## src/rtl/regfile_write_arbiter.sv

```systemverilog
// Round-robin arbiter for the register file write port, with a one-register-per-cycle zero sweep.
// All outputs are registered; le/d_out drive the Register32 LE/D pins directly.
module regfile_write_arbiter #(
  parameter int NREQ  = 4,
  parameter int NREGS = 16,
  parameter int DW    = 32,
  parameter int AW    = 4
) (
  input  logic               Clk,
  input  logic               Clr,
  input  logic [NREQ-1:0]    req,
  input  logic [NREQ*AW-1:0] wr_addr,
  input  logic [NREQ*DW-1:0] wr_data,
  input  logic               sweep_req,
  output logic [NREQ-1:0]    gnt,
  output logic [NREGS-1:0]   le,
  output logic [DW-1:0]      d_out,
  output logic               busy,
  output logic               sweep_done
);

  localparam int PW = (NREQ > 1) ? $clog2(NREQ) : 1;
  localparam int unsigned NREQ_U = NREQ;

  localparam logic [0:0] ST_ARB   = 1'b0;
  localparam logic [0:0] ST_SWEEP = 1'b1;

  localparam logic [AW-1:0] LAST_IDX = AW'(NREGS - 1);
  localparam logic [PW-1:0] LAST_REQ = PW'(NREQ - 1);

  logic [0:0]    state;
  logic [PW-1:0] ptr;
  // idx holds the register the next sweep beat will write
  logic [AW-1:0] idx;

  logic [AW-1:0] addr_arr [NREQ];
  logic [DW-1:0] data_arr [NREQ];

  for (genvar g = 0; g < NREQ; g++) begin : g_unpack
    assign addr_arr[g] = wr_addr[g*AW +: AW];
    assign data_arr[g] = wr_data[g*DW +: DW];
  end

  logic              found;
  logic [PW-1:0]     win;
  logic [PW-1:0]     ptr_nxt;
  logic [NREQ-1:0]   win_gnt;
  logic [NREGS-1:0]  win_le;
  logic [NREGS-1:0]  idx_le;
  logic [AW-1:0]     win_addr;
  logic [DW-1:0]     win_data;

  // Rotating priority search starting at ptr
  always_comb begin
    int unsigned cand;
    found = 1'b0;
    win   = '0;
    cand  = 0;
    for (int unsigned i = 0; i < NREQ_U; i++) begin
      cand = (32'(ptr) + i) % NREQ_U;
      if (!found && req[PW'(cand)]) begin
        found = 1'b1;
        win   = PW'(cand);
      end
    end
  end

  always_comb begin
    win_addr = addr_arr[win];
    win_data = data_arr[win];
    ptr_nxt  = (win == LAST_REQ) ? '0 : win + 1'b1;

    win_gnt      = '0;
    win_gnt[win] = 1'b1;

    // Out-of-range targets still get a grant but no load enable
    win_le = '0;
    if ({1'b0, win_addr} < (AW+1)'(NREGS))
      win_le[win_addr] = 1'b1;

    idx_le      = '0;
    idx_le[idx] = 1'b1;
  end

  always_ff @(posedge Clk or negedge Clr) begin
    if (!Clr) begin
      state      <= ST_ARB;
      ptr        <= '0;
      idx        <= '0;
      gnt        <= '0;
      le         <= '0;
      d_out      <= '0;
      busy       <= 1'b0;
      sweep_done <= 1'b0;
    end else begin
      case (state)
        ST_ARB: begin
          sweep_done <= 1'b0;
          if (sweep_req) begin
            // Entry edge already presents beat 0 so busy spans exactly NREGS cycles
            state <= ST_SWEEP;
            idx   <= AW'(1);
            gnt   <= '0;
            le    <= NREGS'(1);
            d_out <= '0;
            busy  <= 1'b1;
          end else begin
            busy <= 1'b0;
            if (found) begin
              gnt   <= win_gnt;
              le    <= win_le;
              d_out <= win_data;
              ptr   <= ptr_nxt;
            end else begin
              gnt <= '0;
              le  <= '0;
            end
          end
        end

        ST_SWEEP: begin
          gnt   <= '0;
          le    <= idx_le;
          d_out <= '0;
          busy  <= 1'b1;
          if (idx == LAST_IDX) begin
            sweep_done <= 1'b1;
            state      <= ST_ARB;
            idx        <= '0;
          end else begin
            sweep_done <= 1'b0;
            idx        <= idx + 1'b1;
          end
        end

        default: begin
          state <= ST_ARB;
          gnt   <= '0;
          le    <= '0;
          busy  <= 1'b0;
        end
      endcase
    end
  end

endmodule

```

## config.mk

```make
export PLATFORM = sky130hd
export DESIGN_NAME = regfile_write_arbiter
export DESIGN_NICKNAME = d
export VERILOG_FILES = /design/src/rtl/regfile_write_arbiter.sv
export SDC_FILE = /design/constraint.sdc
export NUM_CORES = 1
export LEC_CHECK = 0
export CAP_MARGIN = 20
export CORE_MARGIN = 1.5
export CORE_UTILIZATION = 35
export CTS_CLUSTER_DIAMETER = 120
export DETAILED_ROUTE_END_ITERATION = 8
export PLACE_DENSITY = 0.78
export SETUP_SLACK_MARGIN = 0.15
export SLEW_MARGIN = 40
export SYNTH_ARGS = -nofsm -noshare
export SYNTH_HDL_FRONTEND = slang
export SYNTH_SLANG_ARGS = --single-unit
export TNS_END_PERCENT = 100
```

## constraint.sdc

```tcl
create_clock -name Clk -period 2 [get_ports Clk]
set_input_delay 0.6 -clock Clk [delete_from_list [all_inputs] [get_ports Clk]]
set_output_delay 0.6 -clock Clk [all_outputs]
set_load 0.005 [all_outputs]
```

==> summary.md, run 1 <==
| Metric | Value |
|---|---|
| Root Buffer | `clkbuf_8` |
| Number of enable flip-flop cells after synthesis | `0` |
| Sink Count | `61` |
| Fin nets | `846` |
| Combinational share of power | `59.6%` |
| Sequential Power Share | `24.9%` |
| Synth Area in Simple Gates | `a little under a third` |
| VDD IR max | `0.0005212 V` |
| Final wirelength | `14.80 mm` |
| Sw Ratio | `41.03%` |
| Commonest non-fill, non-tap cells in the layout | `clkdlybuf4s50_1 (177), nand2_1 (125), dfrtp_1 (60)` |
| Chip Width | `104.2 µm` |
| Seq/Total Area, Yosys | `between 40 and 50%` |
| Hold Crit Class | `in2async` |
| Num CTS Buffers | `9` |
| Ys Warns | `0` |
| Vias | `4,515` |
| Worst-path clk slew | `80 ps` |
| Worst slew pin tran | `435.2 ps` |
| Netlist cell types | `40` |
| Pre-CTS setup slack | `-897.0 ps` |
| Die Ht | `around 100 µm` |
| Max FO, Critical Path | `5` |
| Post-Place Cells | `792` |
| Compound-Gate Fraction of Synth Area | `between 10% and 20%` |
| FMAX | `about 0.43 GHz` |
| Synthesized cell area | `~3600 µm²` |
| Slew HR | `just over 70%` |
| Register bit total from synthesis | `just over 60` |
| Commonest non-fill, non-tap cell in the layout | `clkdlybuf4s50_1` |
| Sw power | `between 2 and 3 mW` |
| Htree depth | `3` |
| Die area | `~11,000 µm²` |
| Post-synthesis mux area share | `2.409%` |
| Setup CP Type | `reg2reg` |
| Initial antenna violation count | `0` |
| Yosys top cell area share | `a little over two fifths` |
| Post-route DRC | `0` |
| Clock Skews | `10.56 ps` |
| Clock tree buffer depth | `2` |
| Mapped Nets | `between 600 and 700` |
| Adder-cell area share of the yosys netlist | `about 2.8%` |
| Cell-internal power | `~3.8 mW` |
| MaxCap Viol Count | `0` |
| Pins Over Slew Limit | `0` |
| Async set or reset register ratio after synthesis | `between 90% and 100%` |
| CTS tree | `yes` |
| Ant. Diodes | `0` |
| Grt total ovfl | `0` |
| Critical Path Start Type | `flip-flop` |
| Failing checks | `negative setup slack` |
| Vias/cell | `around 5.5` |
| Status | `finished with violations` |
| Area grow syn2layout | `95.81%` |
| Design Area, Final | `approximately 7000 µm²` |
| Dpl hpwl | `9.386 mm` |
| Final number of setup-violating endpoints | `51` |
| P_leak | `3.384 nW` |
| Unrepaired setup endpoints after global routing | `true` |
| First-pass GRT wire length | `21.32 mm` |
| 1st-iter DRT viols | `204` |
| Utilization after layout | `71.13%` |
| Placed inst area | `6095 µm²` |
| Fraction of layout cells with a size suffix above 1 | `about a quarter` |
| WL/cell | `approximately 18 µm` |
| FP Rows | `36` |
| Routed Antenna Nets | `0` |
| Crit path DAT | `2570 ps` |
| Required @ worst endpoint | `2260 ps` |
| Syn avg cell area | `approximately 8.1 µm²` |
| I/O Pins | `approximately 210` |
| Area leader, netlist | `dfrtp_1` |
| Largest family of logic cells by synthesized area | `simple AND/OR/NAND/NOR gates` |
| RePlAce Congestion | `~0.9` |
| Core ar. | `9864 µm²` |
| Tmin final | `2305 ps` |
| Cts hold-fix bufs | `0` |
| Initial Util | `36.33%` |
| Synth area leaders | `dfrtp_1 (43%), nand2_1 (15%), nand3_1 (9.4%)` |
| Fin Hold WS | `277.8 ps` |
| Port Buffers | `204` |
| Post-route setup slack | `-305.0 ps` |
| Pin count of the biggest net entering global routing | `35` |
| DRT Pass-1 Iters | `5` |
| Final Hold Fails | `0` |
| Post-Layout Cell Count | `around 830` |
| Number of global-route vias before repair | `4,434` |
| Period Utilization, post-route | `115.3%` |
| Clock latency on the worst-skew pair | `340 ps` |
| Critical Path Sink Type | `flip-flop` |
| Tot GR Track Use | `24.60%` |
| Critical Path Start | `ptr[1]` |
| Main synth FF type | `dfrtp_1` |
| Launching point of the worst reg2reg path | `ptr[1]` |
| Clock Power Share | `between 10% and 20%` |
| Xor/xnor share of the synthesized area | `0%` |
| PD cells | `912.3 nW/µm²` |
| Synthesized instance count | `445` |
synthesized netlist by cell type (2+ instances only):
cell type	count
nand3b_1	2
nand3_1	67
buf_2	9
a21o_1	2
mux2_2	2
nor3_1	3
a21oi_1	4
o32ai_1	3
nor2_1	16
nand2_1	147
clkbuf_1	18
mux2i_1	5
o22ai_1	11
inv_1	7
buf_1	5
a32o_1	32
and2_1	4
nand2b_1	6
o21ai_0	12
dfrtp_1	61
a211oi_1	3
ha_1	8
final timing paths:
kind / cells past startpoint / to / slack [ps]
setup / recovery: 8 / le[0] / -310
hold / removal: 2 / d_out[11] / 280
setup reg to reg: 8 / le[0] / -310
hold reg to reg: 1 / d_out[0] / 490
max in group asynchronous: 2 / ptr[1] / 1370
min in group Clk: 1 / d_out[0] / 490
flip-flops by register name, summed over array words and instances, names as in the netlist:
| register | cells |
|---|---|
| sweep_done | 1 |
| busy | 1 |
| le | 16 |
| ptr | 2 |
| idx | 4 |
| state | 1 |
| d_out | 32 |
| gnt | 4 |
metrics by stage:
stage	setup TNS (ps)	power, mW
2_1_floorplan	-2560	3.218
3_3_place_gp	-37820	4.319
3_5_place_dp	-42090	4.408
4_1_cts	-5677	5.827
5_1_grt	-9484	6.743
6_report	-7589	6.402
power groups by stage:
stage               Sequential, mW  Clock (mW)  Combinational [mW]
finish                        1.59       0.990                3.82
global route                  1.62        1.07                4.06
CTS                           1.58        1.01                3.24
detailed placement            1.60           0                2.81
global placement              1.59           0                2.73
floorplan                     1.56           0                1.66
routing by layer:
metal	vias to the layer above	global-route usage (%)	part of all wire (%)
met5	-	0	0
met4	0	9.722	2.8
met2	240	44.18	51
met1	2167	27.50	39
met3	46	6.704	7.0
li1	2062	-	-
critical path, stage by stage (launching register included):
cell,delay (ps)
dfrtp_2,450
buf_4,140
and3_4,180
a211o_2,380
buf_4,170
nor3_1,260
a211oi_1,90
or4_1,410
o21ai_1,150
what timing repair did:
action                     in CTS  in global routing
setup endpoints to repair      59                 72
setup buffers                   7                  2
pin swaps                      12                 44
resized for setup              43                 97
gates cloned                    4                  4
area by class of cell:
cell class	instances	area [µm²]
well taps	133	166.4
clock buffers	9	123.9
clock inverters	7	52.55
multi-input cells	344	2357
fillers	707	2848
flip-flops and latches	61	1528
inverters	8	38.79
repair buffers	263	2750
cells by family (layout without fill, tap and decap cells):
kind of cell | count (synthesis) | after routing
fa+ha+maj | 8 | 8
mux | 8 | 8
compound gates | 75 | 76
buf+inv | 41 | 287
simple gates | 252 | 252
flops | 61 | 61
Power figures use the tool's default switching activity.
==> run 2: changes to the inputs <==
--- a/config.mk
+++ b/config.mk
@@ -12,7 +12,7 @@
 export DETAILED_ROUTE_END_ITERATION = 8
 export PLACE_DENSITY = 0.78
 export SETUP_SLACK_MARGIN = 0.15
-export SLEW_MARGIN = 40
+export SLEW_MARGIN = 20
 export SYNTH_ARGS = -nofsm -noshare
 export SYNTH_HDL_FRONTEND = slang
 export SYNTH_SLANG_ARGS = --single-unit
==> results of run 2 <==
The final DEF is identical to that of run 1; final timing and power are the same.
==> run 3: changes to the inputs <==
--- a/config.mk
+++ b/config.mk
@@ -10,6 +10,7 @@
 export CORE_UTILIZATION = 35
 export CTS_CLUSTER_DIAMETER = 120
 export DETAILED_ROUTE_END_ITERATION = 8
+export GPL_ROUTABILITY_DRIVEN = 0
 export PLACE_DENSITY = 0.78
 export SETUP_SLACK_MARGIN = 0.15
 export SLEW_MARGIN = 20
==> results of run 3 <==
The final DEF is identical to that of run 1; final timing and power are the same.
